## config.mk

```make
export PLATFORM = sky130hd
export DESIGN_NAME = pc_sequencer
export DESIGN_NICKNAME = d
export VERILOG_FILES = /design/src/rtl/pc_seq_pkg.sv /design/src/rtl/pc_target.sv /design/src/rtl/pc_sequencer.sv
export SDC_FILE = /design/constraint.sdc
export NUM_CORES = 1
export LEC_CHECK = 0
export BUFFER_PORTS_ARGS = -buffer_cell sky130_fd_sc_hd__buf_2
export CORE_ASPECT_RATIO = 1.5
export CORE_MARGIN = 4
export CORE_UTILIZATION = 42
export DETAILED_ROUTE_END_ITERATION = 8
export PLACE_DENSITY_LB_ADDON = 0.3
export RECOVER_POWER = 25
export SLEW_MARGIN = 20
export SYNTH_ARGS = -nofsm -noshare
export SYNTH_HDL_FRONTEND = slang
export SYNTH_SLANG_ARGS = --single-unit
```

## constraint.sdc

```tcl
create_clock -name clk -period 2.8 [get_ports clk]
set_input_delay 0.28 -clock clk [delete_from_list [all_inputs] [get_ports clk]]
set_output_delay 0.28 -clock clk [all_outputs]
set_load 0.01 [all_outputs]
```

## src/rtl/pc_seq_pkg.sv

```systemverilog
// Shared types and defaults for the fetch PC sequencer.
// State enum, reset/exception addresses, request priority.
package pc_seq_pkg;

  typedef enum logic [1:0] {
    RUN   = 2'd0,
    PEND  = 2'd1,
    FLUSH = 2'd2
  } pc_state_e;

  localparam logic [31:0] RESET_PC_DEF   = 32'h0000_3000;
  localparam logic [31:0] EXC_VECTOR_DEF = 32'h0000_4180;

  // One-hot request vector; higher index wins.
  localparam int REQ_W     = 6;
  localparam int REQ_SEQ   = 0;
  localparam int REQ_STALL = 1;
  localparam int REQ_BR    = 2;
  localparam int REQ_JUMP  = 3;
  localparam int REQ_ERET  = 4;
  localparam int REQ_EXC   = 5;

  // Keep only the highest-priority raised request.
  function automatic logic [REQ_W-1:0] req_pick(
    input logic [REQ_W-1:0] raw
  );
    logic [REQ_W-1:0] sel;
    logic             found;
    sel   = '0;
    found = 1'b0;
    for (int i = REQ_W - 1; i >= 0; i--) begin
      if (raw[i] && !found) begin
        sel[i] = 1'b1;
        found  = 1'b1;
      end
    end
    return sel;
  endfunction

  function automatic logic [31:0] word_align(
    input logic [31:0] a
  );
    return {a[31:2], 2'b00};
  endfunction

endpackage

```

## src/rtl/pc_target.sv

```systemverilog
// Branch target adder: br_pc4 + (br_off << 2), wrapping.
// Ports: br_pc4, br_off in; br_target out.
module pc_target (
  input  logic [31:0] br_pc4,
  input  logic [31:0] br_off,
  output logic [31:0] br_target
);

  assign br_target = br_pc4 + {br_off[29:0], 2'b00};

endmodule

```

## src/rtl/pc_sequencer.sv

```systemverilog
// Fetch PC owner: next-pc mux, pending-redirect FSM, IF flush.
// In: reset, stall, branch/jump/exc/eret; out: pc, flush, status.
module pc_sequencer
  import pc_seq_pkg::*;
#(
  parameter logic [31:0] RESET_PC     = RESET_PC_DEF,
  parameter logic [31:0] EXC_VECTOR   = EXC_VECTOR_DEF,
  parameter int unsigned FLUSH_CYCLES = 1
) (
  input  logic        clk,
  input  logic        reset,
  input  logic        stall_i,
  input  logic        br_valid,
  input  logic        br_zero,
  input  logic [31:0] br_pc4,
  input  logic [31:0] br_off,
  input  logic        jump_valid,
  input  logic [31:0] jump_target,
  input  logic        exc_req,
  input  logic        eret_req,
  input  logic [31:0] epc,
  output logic [31:0] pc,
  output logic [31:0] pc_plus4,
  output logic        flush_if,
  output logic        align_err,
  output logic        redirect_pending
);

  localparam logic [1:0] CNT_LOAD =
    2'(FLUSH_CYCLES - 1);
  localparam logic MULTI_FLUSH =
    (FLUSH_CYCLES > 1);

  pc_state_e   state_q, state_d;
  logic [31:0] pc_q, pc_d;
  logic [31:0] tgt_q, tgt_d;
  logic [1:0]  cnt_q, cnt_d;

  logic [31:0]      br_target;
  logic [31:0]      redir_tgt;
  logic [31:0]      apply_tgt;
  logic             do_apply;
  logic             in_pend;
  logic             flush_c;
  logic             aerr_c;
  logic [REQ_W-1:0] raw;
  logic [REQ_W-1:0] sel;

  pc_target u_target (
    .br_pc4    (br_pc4),
    .br_off    (br_off),
    .br_target (br_target)
  );

  assign in_pend   = (state_q == PEND);
  assign redir_tgt = jump_valid ? jump_target
                                : br_target;

  // Older pending redirect masks new jump/branch.
  always_comb begin
    raw            = '0;
    raw[REQ_EXC]   = exc_req;
    raw[REQ_ERET]  = eret_req;
    raw[REQ_JUMP]  = jump_valid & ~in_pend;
    raw[REQ_BR]    = br_valid & br_zero
                   & ~in_pend;
    raw[REQ_STALL] = stall_i;
    raw[REQ_SEQ]   = 1'b1;
  end

  assign sel = req_pick(raw);

  always_comb begin
    state_d   = state_q;
    pc_d      = pc_q + 32'd4;
    tgt_d     = tgt_q;
    cnt_d     = cnt_q;
    do_apply  = 1'b0;
    apply_tgt = '0;
    flush_c   = (state_q == FLUSH);
    aerr_c    = 1'b0;

    unique case (1'b1)
      sel[REQ_EXC]: begin
        do_apply  = 1'b1;
        apply_tgt = EXC_VECTOR;
      end
      sel[REQ_ERET]: begin
        do_apply  = 1'b1;
        apply_tgt = epc;
      end
      sel[REQ_JUMP],
      sel[REQ_BR]: begin
        if (stall_i) begin
          pc_d    = pc_q;
          tgt_d   = redir_tgt;
          cnt_d   = '0;
          state_d = PEND;
        end else begin
          do_apply  = 1'b1;
          apply_tgt = redir_tgt;
        end
      end
      sel[REQ_STALL]: begin
        pc_d = pc_q;
      end
      default: begin
        if (in_pend) begin
          do_apply  = 1'b1;
          apply_tgt = tgt_q;
        end else if (state_q == FLUSH) begin
          cnt_d = cnt_q - 2'd1;
          if (cnt_q <= 2'd1) begin
            cnt_d   = '0;
            state_d = RUN;
          end
        end
      end
    endcase

    if (do_apply) begin
      pc_d    = word_align(apply_tgt);
      aerr_c  = |apply_tgt[1:0];
      flush_c = 1'b1;
      tgt_d   = '0;
      if (MULTI_FLUSH) begin
        state_d = FLUSH;
        cnt_d   = CNT_LOAD;
      end else begin
        state_d = RUN;
        cnt_d   = '0;
      end
    end
  end

  always_ff @(posedge clk) begin
    if (reset) begin
      state_q <= RUN;
      pc_q    <= RESET_PC;
      tgt_q   <= '0;
      cnt_q   <= '0;
    end else begin
      state_q <= state_d;
      pc_q    <= pc_d;
      tgt_q   <= tgt_d;
      cnt_q   <= cnt_d;
    end
  end

  assign pc               = pc_q;
  assign pc_plus4         = pc_q + 32'd4;
  assign flush_if         = flush_c & ~reset;
  assign align_err        = aerr_c & ~reset;
  assign redirect_pending = in_pend;

endmodule
```

Word-level counts from Yosys, hierarchy flattened
Index checks and enable logic that the tools add are counted.

Eq/ne operators: 7. Reduce and logical (&&, ||, !) cells: 20. Add/subtract/negate cells: 3. Muxes and demuxes: 30. $lt $le $gt $ge: 1. Bitwise gates (word level): 9.

Operators with widths (number): 32-bit two-way mux (5); 32-bit case mux with 4 select lines (1); 32-bit case mux with 2 select lines (1); 32-bit by 3-bit adder with 32-bit output, second input constant (1); 32-bit adder (1); 2-bit two-way mux (8); 1-bit two-way mux (12); 2-bit case mux with 2 select lines (2); 2-bit OR reduction (4); 2-bit inequality test, second input constant (3); 2-bit AND reduction (3); 1-bit AND (5); 5-bit AND reduction (1); 1-bit logical AND (4); 1-bit zero test (4); 1-bit NOT (4); 4-bit AND reduction (1); 2-bit nonzero test (2); 3-bit inequality test, second input constant (1); 1-bit case mux with 3 select lines (1); 3-bit OR reduction (1); 2-bit by 1-bit == test with 1-bit output, second input constant (1); 2-bit == test, second input constant (1); 2-bit by 1-bit less-or-equal comparator with 1-bit output, second input constant (1); 2 further kinds (2).

Word-level logic and storage cells: 75. Bits in registers: 68. Output and inout port bits: 67. Bits of input ports: 136.

Depth between registers and ports, before layout
Gate-level depths: netlist of the first run.

Word-level depth: 17. Mapped depth: 11.

Hierarchy
A second synthesis of the first run with hierarchy kept.

Cells, all modules: 779. Area, all modules: 5914.4 um^2.

Modules (own cells, without submodules): pc_sequencer (area each 4299.1 um^2, cells an instance 554, times used 1); pc_target (area each 1615.3 um^2, cells an instance 225, times used 1).

Worst setup path before layout of the first run
No wires, ideal clock.

Path kind: input to register. Start: in br_pc4[2]. End: reg pc_q[22] (netlist: pc[22]). Stages: 11. Path buffers: 0. Data arrival time: 2.362 ns. Setup slack: 0.378 ns. Path through: ha_1 -> inv_1 -> fa_1 -> nor2b_1 -> o31a_1 -> o311ai_2 -> a21oi_2 -> nor3_1 -> or3_1 -> a311oi_1 -> o221a_1.

Cells in the longest elaborated chain, start to end: 5.

Ends and longest elaborated chain: start: declaration (RTL line pc_sequencer.sv:15) `input logic [31:0] br_pc4,`; 32-bit adder (RTL line pc_target.sv:9) `assign br_target = br_pc4 + {br_off[29:0], 2'b00};`; 32-bit two-way mux (RTL line pc_sequencer.sv:56) `assign redir_tgt = jump_valid ? jump_target`; 32-bit two-way mux (RTL line pc_sequencer.sv:94) `if (stall_i) begin`; 32-bit case mux with 4 select lines (RTL line pc_sequencer.sv:83) `unique case (1'b1)`; 32-bit two-way mux (RTL line pc_sequencer.sv:121) `if (do_apply) begin`; end signal: assignment (RTL line pc_sequencer.sv:144) `pc_q <= pc_d;`; end: declaration (RTL line pc_sequencer.sv:35) `logic [31:0] pc_q, pc_d;`.

Every way passes these cells. A chain may end at the register's enable or synchronous reset.

Worst setup path after layout of the first run
Start: reg pc_q[4] (netlist: pc[4]). End: out pc_plus4[25].

Cells in the longest elaborated chain, start to end: 1.

Ends and longest elaborated chain: 32-bit by 3-bit adder with 32-bit output (RTL line pc_sequencer.sv:151) `assign pc_plus4 = pc_q + 32'd4;`; end: declaration (RTL line pc_sequencer.sv:23) `output logic [31:0] pc_plus4,`.

Every way passes these cells.

==> key figures, run 1 <==
Outcome
  • Status: complete, no violations

Critical path
  • Crit. End Element: output port
  • Worst path cell trace: nand4_1, nor3b_2, nand2_2, nor2_4, and3_1, xor2_1, buf_2
  • Slowest cell on the critical path: dfxtp_1
  • Required time worst endpoint: 2.52 ns
  • Slowest stage delay, CP: 0.49 ns
  • Crit path DAT: 2.31 ns
  • Worst-case reg-to-reg path depth: 8
  • CP Class: reg -> out
  • Worst R2R Setup Slack: 0.53 ns
  • Family with the most delay on the worst path: simple AND/OR/NAND/NOR gates
  • Critical Path Source Type: flop
  • Crit path buf inv count: 1
  • Critical Path Fanout Max: 9
  • RR Startpoint: pc[4]$_SDFFE_PP0P_
  • R2R Path End: pc[28]$_SDFFE_PP0P_

Clock network
  • Clk buf depth: 2
  • TritonCTS buffer count: 9
  • Clock sinks: 63
  • # Post-CTS Setup Buffers: 0
  • Post-CTS Hold Fix Bufs: 0
  • Post_cts resized: 0
  • Clk_lat worst skew: 0.32 ns
  • Clock-pin slew on the worst setup and hold paths: 0.06 ns
  • Root Driver: clkbuf_16
  • CTS tree: yes
  • CTS H-tree depth: 3

Place
  • GPL Wtd Cong: between 0.8 and 0.9
  • Post-DP HPWL: roughly 15,000 µm
  • Buffers on Ports: 196
  • Area after DPL: 0.006938 mm²
  • Pre-CTS WS: -0.004860 ns
  • Dpl cells: ~1,100

Die
  • # IOs: roughly 200
  • Die width: 102.3 µm
  • DIE AREA: 0.01528 mm²
  • Die Ht: roughly 150 µm
  • # rows: 51
  • Initial core utilization: roughly 43%
  • Core area: 0.01302 mm²

STA
  • Final WS setup: 0.2069 ns
  • Worst Tran Pin Value: 0.5088 ns
  • Setup tns final: 0 ns
  • Count of final hold-check violations: 0
  • RSZ-0062 raised after global routing: false
  • Max Transition Viols Final: 0
  • Fmax: 385.6 MHz
  • Final setup violation count: 0
  • Hold slack: 0.2310 ns
  • Slew headroom: 66.08%
  • Final Cycle Share: 92.61%
  • Clock Skew: 0.007253 ns
  • Tmin final: 2.593 ns

Drt
  • Vias per inst: 5.762
  • 1st-iter DRT viols: around 470
  • Routed WL: 19,200 µm
  • Drt pass-1 iters: 6
  • Vias: 6,471
  • Drt drc: 0
  • Antenna viol nets, final: 0
  • Wirelength per Cell: 17.10 µm

Synthesis
  • Unique masters post-synth: 74
  • Avg Inst Size Synth: 7.467 µm²
  • Commonest register cell after synthesis: dfxtp_1
  • Synth Cell Area: 0.005600 mm²
  • Seq/Total Area, Yosys: 22.52%
  • Ys Warns: 0
  • EDFF count, synth: 0
  • Cells after synthesis: 750
  • FF+latch count, synth: 63
  • Post-synth ARST share: 0%

Global routing
  • Vias in the first global route: between 6,000 and 7,000
  • Initial antenna violation count: 2
  • Largest net degree at the start of global routing: 52
  • GRT Util Overall: 24.80%
  • First-pass GRT wire length: approximately 31,000 µm
  • Grt ovf: 0

Cells and area
  • Fillers: roughly 1,300
  • Nets: 1,124
  • Commonest non-fill, non-tap cells in the layout: buf_2 (167), nor2_1 (74), nand2_1 (64)
  • Final Non-Filler Cells: approximately 1,100
  • Commonest non-fill, non-tap cell in the layout: buf_2
  • Fin area: 0.007202 mm²
  • Area grow syn2layout: 28.60%
  • Fraction of final layout cells sized beyond drive strength 1: 26.40%

Power
  • Sequential power share: 32.3%
  • Clock Power Share: 36.7%
  • Sw Ratio: 32.39%
  • Logic pwr share: between 30 and 40%
  • Psw: between 0.9 and 1 mW
  • Pwr Density: between 400 and 500 mW/mm²
  • Cell-internal power: 2.048 mW
  • Peak VDD IR: 0.2298 mV
  • Leak pwr: 3.213 nW

Min path
  • Worst Hold Depth: 3
  • Hold Path End: tgt_q[16]$_SDFFE_PP0P_
  • HP Class: in -> reg
  • Hold_sp: jump_target[16]

Job
  • Max cap viols: 0
-- worst min-delay path, stage by stage --
cell and delay, ns:
buf_2 0.11, nand2_1 0.06, a311oi_1 0.07
-- flip-flops by register name, summed over array words and instances, names as in the netlist --
name     flops
state_q      1
pc          30
tgt_q       32
-- synth_stat cells (20+ instances only) --
master,instances,share of area [%]
nand2_1,64,4.3
o21ai_0,44,3.9
dfxtp_1,63,23
nor2_1,74,5.0
xnor2_1,26,4.1
a21oi_1,62,5.5
nand3_1,27,2.4
clkbuf_1,38,2.5
and3_1,24,2.7
xor2_1,20,3.1
ha_1,30,6.7
-- routing by layer --
layer  up-vias  share of wire [%]  track usage [%]
li1       3252                  -                -
met1      2940                 41            31.54
met2       254                 50            42.71
met3        25                7.1            3.078
met4         0                2.1            8.536
met5         -                  0                0
-- area by class of cell --
| class | count | area [µm²] | area share (%) |
|---|---|---|---|
| multi-input combinational | 625 | 4088 | 56.76 |
| timing repair buffer | 243 | 1294 | 17.96 |
| sequential | 63 | 1261 | 17.51 |
| clock buffer | 10 | 239.0 | 3.318 |
| tap | 159 | 198.9 | 2.762 |
| clock inverter | 6 | 60.06 | 0.8339 |
| inverter | 15 | 56.30 | 0.7818 |
| antenna | 2 | 5.005 | 0.06949 |
-- power by group through the flow --
stage	Sequential, mW	Clock [mW]	Combinational, mW
after floorplan	1.00	0	0.581
after global placement	0.995	0	0.931
after detailed placement	0.996	0	0.939
after CTS	0.977	1.12	0.944
after global routing	0.986	1.15	1.04
final	0.978	1.11	0.940
-- metrics by stage --
stage,utilization (%),power [mW]
6_report,55.32,3.029
5_1_grt,55.32,3.177
4_1_cts,55.59,3.037
3_5_place_dp,53.30,1.935
3_3_place_gp,53.30,1.926
2_1_floorplan,-,1.582
-- logic make-up after synthesis --
kind of cell / count (synthesis) / share of synthesized area, %
AO/OA/AOI/OAI: 269 / 33.36
AND/OR/NAND/NOR: 264 / 22.88
other: 1 / 0.06696
XOR/XNOR: 46 / 7.194
buffers and inverters: 65 / 4.937
flip-flops: 63 / 22.52
multiplexers: 11 / 1.988
adder cells (fa/ha/maj): 31 / 7.060
-- how the worst max path moves through the flow --
stage,start,end,slack (ns),cells past startpoint
after floorplan,br_pc4[2],pc[22]$_SDFFE_PP0P_,0.38,11
after global placement,br_pc4[2],pc[22]$_SDFFE_PP0P_,0.04,12
after detailed placement,br_pc4[2],pc[22]$_SDFFE_PP0P_,-0.005,12
after CTS,pc[4]$_SDFFE_PP0P_,pc_plus4[25],0.15,7
after global routing,pc[4]$_SDFFE_PP0P_,pc_plus4[25],0.006,7
final,pc[4]$_SDFFE_PP0P_,pc_plus4[25],0.21,7
(Power assumes the default switching activity.)
==> inputs of run 2 (changes only) <==
--- a/config.mk
+++ b/config.mk
@@ -7,7 +7,7 @@
 export LEC_CHECK = 0
 export BUFFER_PORTS_ARGS = -buffer_cell sky130_fd_sc_hd__buf_2
 export CORE_ASPECT_RATIO = 1.5
-export CORE_MARGIN = 4
+export CORE_MARGIN = 2
 export CORE_UTILIZATION = 42
 export DETAILED_ROUTE_END_ITERATION = 8
 export PLACE_DENSITY_LB_ADDON = 0.3
@@ -15,4 +15,5 @@
 export SLEW_MARGIN = 20
 export SYNTH_ARGS = -nofsm -noshare
 export SYNTH_HDL_FRONTEND = slang
+export SYNTH_HIERARCHICAL = 1
 export SYNTH_SLANG_ARGS = --single-unit
==> key figures, run 2 <==
Drt
  • Drt drc: 0 (unchanged)
  • Met3 Wirelength: 1230 µm (-10%)
  • 1st-iter DRT viols: 517 (+11%)
  • Antenna viol nets, final: 0 (unchanged)
  • Drt pass-1 iters: 5 (-1)
  • Wirelength per Cell: 16.68 µm (-2.4%)
  • Metal2 WL: 9382 µm (-2.0%)
  • Vias: 6,672 (+3.1%)
  • Routed WL: 19,430 µm (+1.2%)
  • Met1 wire length: 8072 µm (+2.7%)
  • Vias per inst: 5.727 (-0.61%)
  • Top Layer Used: met4

Die
  • Die Ht: 149.3 µm (about the same)
  • # rows: 53 (+3.9%)
  • DIE AREA: 0.01507 mm² (-1.4%)
  • Core area: 0.01386 mm² (+6.5%)
  • # IOs: 203 (unchanged)
  • Die width: 100.9 µm (-1.4%)
  • Initial core utilization: 42.67% (-0.35 points)

Place
  • Buffers on Ports: 196 (unchanged)
  • Dpl cells: 1,148 (+3.9%)
  • GPL Wtd Cong: 0.9378 (+9.8%)
  • Post-DP HPWL: 15,410 µm (-0.36%)

Power
  • Psw: 1.048 mW (+6.8%)
  • Cell-internal power: 2.265 mW (+11%)
  • Peak VDD IR: 0.2901 mV (+26%)
  • Clock Power Share: 37.5% (+0.8 points)
  • Sequential power share: 29.8% (-2.5 points)
  • Leak pwr: 3.386 nW (+5.4%)
  • Pwr Density: 430.3 mW/mm² (+2.3%)
  • Sw Ratio: 31.63% (-0.76 points)
  • Logic pwr share: 32.8% (+1.8 points)

Synthesis
  • Ys Warns: 6 (+6)
  • Avg Inst Size Synth: 7.592 µm² (+1.7%)
  • Commonest cells in the netlist: a21oi_1 (85), nor2_1 (81), dfxtp_1 (63), a211oi_1 (36)
  • Yosys top cell by area: dfxtp_1
  • Adder-cell share of the synthesized area: 6.685% (-0.37 points)
  • Top cell type's share of synthesized area: 21.32% (-1.2 points)
  • Portion of netlist area occupied by mux cells: 5.585% (+3.6 points)
  • Seq/Total Area, Yosys: 21.32% (-1.2 points)
  • Post-synth ARST share: 0% (unchanged)
  • FF+latch count, synth: 63 (unchanged)
  • Synth Cell Area: 0.005914 mm² (+5.6%)
  • Top-count cell post-synth: a21oi_1
  • Synth Area in Compound Gates: 29.17% (-4.2 points)
  • Synth area leaders: dfxtp_1 (21%), a21oi_1 (7.2%), ha_1 (6.3%)
  • Commonest register cell after synthesis: dfxtp_1
  • Xor/xnor cell area share of the yosys netlist: 7.849% (+0.65 points)
  • EDFF count, synth: 0 (unchanged)
  • Unique masters post-synth: 74 (unchanged)
  • Synth Area in Simple Gates: 22.64% (-0.24 points)
  • Combinational family with the most area after synthesis: compound AO/OA/AOI/OAI gates
  • Cells after synthesis: 779 (+3.9%)

Cells and area
  • ANT cells: 0 (-2)
  • Fraction of final layout cells sized beyond drive strength 1: 28.80% (+2.4 points)
  • Final Non-Filler Cells: 1,165 (+3.7%)
  • Fillers: 1,396 (+4.0%)
  • Max reg flops: 32 (unchanged)
  • Storage element area: 0.001261 mm² (unchanged)
  • Biggest register: tgt_q
  • Area grow syn2layout: 30.15%
  • Nets: 1,162 (+3.4%)
  • Commonest non-fill, non-tap cells in the layout: buf_2 (167), a21oi_1 (85), nor2_1 (81)
  • Area of the multi-input gates: 0.004324 mm² (+5.8%)
  • Commonest non-fill, non-tap cell in the layout: buf_2
  • Post-Route Utilization: 55.54% (+0.21 points)

Min path
  • HP Class: in -> reg
  • Hold Path End: tgt_q[0]$_SDFFE_PP0P_
  • Hold_sp: br_pc4[0]
  • Worst Hold Depth: 3 (unchanged)

Critical path
  • Critical Path Source Type: primary input
  • Crit path DAT: 2.93 ns (+0.62 ns)
  • Crit. End Element: flop
  • Crit path buf inv count: 2 (+1)
  • Critical Path Fanout Max: 3 (-6)
  • Worst-case reg-to-reg path depth: 5 (-3)
  • R2R Path End: pc[29]$_SDFFE_PP0P_
  • Required time worst endpoint: 3.02 ns (+0.50 ns)
  • Worst path cell trace: buf_6, ha_4, inv_2, fa_2, nand2b_4, a211o_1, a211o_1, a211o_1, nand2_1, a31oi_1, xnor2_1, mux2i_1, o32ai_2, a32oi_1, o21ai_1
  • Family with the most delay on the worst path: compound AO/OA/AOI/OAI gates
  • RR Startpoint: pc[19]$_SDFFE_PP0P_
  • Slowest stage delay, CP: 0.36 ns (-0.13 ns)
  • Slowest cell on the critical path: fa_2
  • Most frequent CP cell: a211o_1
  • CP Class: in -> reg
  • Worst R2R Setup Slack: 0.66 ns (+0.13 ns)

STA
  • Clock Skew: 0.006116 ns (-0.001138 ns)
  • RSZ-0062 raised after global routing: true
  • Count of final hold-check violations: 0 (unchanged)
  • Setup tns final: 0 ns (unchanged)
  • Slew headroom: 51.25% (-15 points)
  • Final Cycle Share: 96.93% (+4.3 points)
  • Tmin final: 2.714 ns (+0.1211 ns)
  • Final setup violation count: 0 (unchanged)
  • Fmax: 368.4 MHz (-4.5%)
  • Hold slack: 0.3211 ns (+0.09003 ns)
  • Max Transition Viols Final: 0 (unchanged)
  • Worst Tran Pin Value: 0.7264 ns (+0.2176 ns)

Clock network
  • Clk buf depth: 2 (unchanged)
  • CTS H-tree depth: 3 (unchanged)
  • TritonCTS buffer count: 9 (unchanged)
  • CTS tree: yes
  • Clock-pin slew on the worst setup and hold paths: 0.06 ns (about the same)
  • Clk_lat worst skew: 0.33 ns (about the same)
  • Root Driver: clkbuf_16
  • Clock sinks: 63 (unchanged)

Global routing
  • Largest net degree at the start of global routing: 36 (-31%)
  • GRT Util Overall: 25.11% (+0.31 points)
  • First-pass GRT wire length: 30,470 µm (-0.20%)
  • Initial antenna violation count: 0 (-2)
  • Vias in the first global route: 6,285 (+0.72%)
  • Grt ovf: 0 (unchanged)

Job
  • Max cap viols: 0 (unchanged)

Outcome
  • Status: complete, no violations
==> run 2: cell count changes after synthesis, moves of 15 or more <==
cell / change
nand2_1: -32
mux2i_1: +23
a221oi_1: -17
nor2b_1: +15
a21oi_1: +23
a211oi_1: +22
==> run 2: worst register-to-register path, cell delays in order (launching register included) <==
cell and delay (ns):
dfxtp_1 0.50, nand4_1 0.29, nor4_2 0.46, nand4_1 0.26
and4_1 0.26, a211o_1 0.25
==> run 2: final cells by class <==
cell class | count | share of cell area (%)
clock buffers | 11 | 3.283
clock inverters | 5 | 1.040
multi-input cells | 632 | 56.18
flip-flops and latches | 63 | 16.38
well taps | 165 | 2.682
repair buffers | 266 | 19.31
inverters | 23 | 1.122
==> run 2: power by group through the flow <==
stage	Sequential, mW	Clock, mW	Combinational, mW
after floorplan	0.999	0	0.662
after global placement	1.00	0	1.07
after detailed placement	1.00	0	1.07
after CTS	0.984	1.24	1.08
after global routing	0.992	1.29	1.19
final	0.986	1.24	1.09
==> run 2: through the flow <==
| stage | power (mW) | setup WS (ns) | area, µm² |
|---|---|---|---|
| after floorplan | 1.661 | 0.01446 | 5926 |
| after global placement | 2.069 | -0.2227 | 7343 |
| after detailed placement | 2.077 | -0.2775 | 7343 |
| after CTS | 3.308 | 0.05950 | 7676 |
| after global routing | 3.476 | -0.07936 | 7697 |
| final | 3.312 | 0.08583 | 7697 |
==> run 2: kinds of logic after synthesis <==
kind of cell / count (synthesis)
and+or+nand+nor: 257
xor gates and xnor gates: 53
DFF: 63
other: 1
AOI/OAI and AO/OA: 254
muxes: 33
adders and majority gates: 31
buffers and inverters: 87
==> run 2: worst max-delay path by stage <==
stage	to	cells after the start	startpoint
2_1_floorplan	pc[20]$_SDFFE_PP0P_	14	br_pc4[2]
3_3_place_gp	pc[20]$_SDFFE_PP0P_	15	br_pc4[2]
3_5_place_dp	pc[20]$_SDFFE_PP0P_	15	br_pc4[2]
4_1_cts	pc[20]$_SDFFE_PP0P_	15	br_pc4[2]
5_1_grt	pc[20]$_SDFFE_PP0P_	15	br_off[0]
6_report	pc[20]$_SDFFE_PP0P_	15	br_off[0]
==> run 2: what timing repair did <==
item / 4_1_cts / 5_1_grt
endpoints found under the setup margin: 0 / 7
setup buffers: 0 / 1
resized for setup: 0 / 12
hold buffers: 0 / 0
==> run 2: metal layers <==
| layer | vias to the layer above | global-route usage (%) |
|---|---|---|
| met3 | 48 | 2.296 |
| met4 | 0 | 11.82 |
| li1 | 3317 | - |
| met2 | 273 | 42.20 |
| met1 | 3034 | 32.10 |
| met5 | - | 0 |
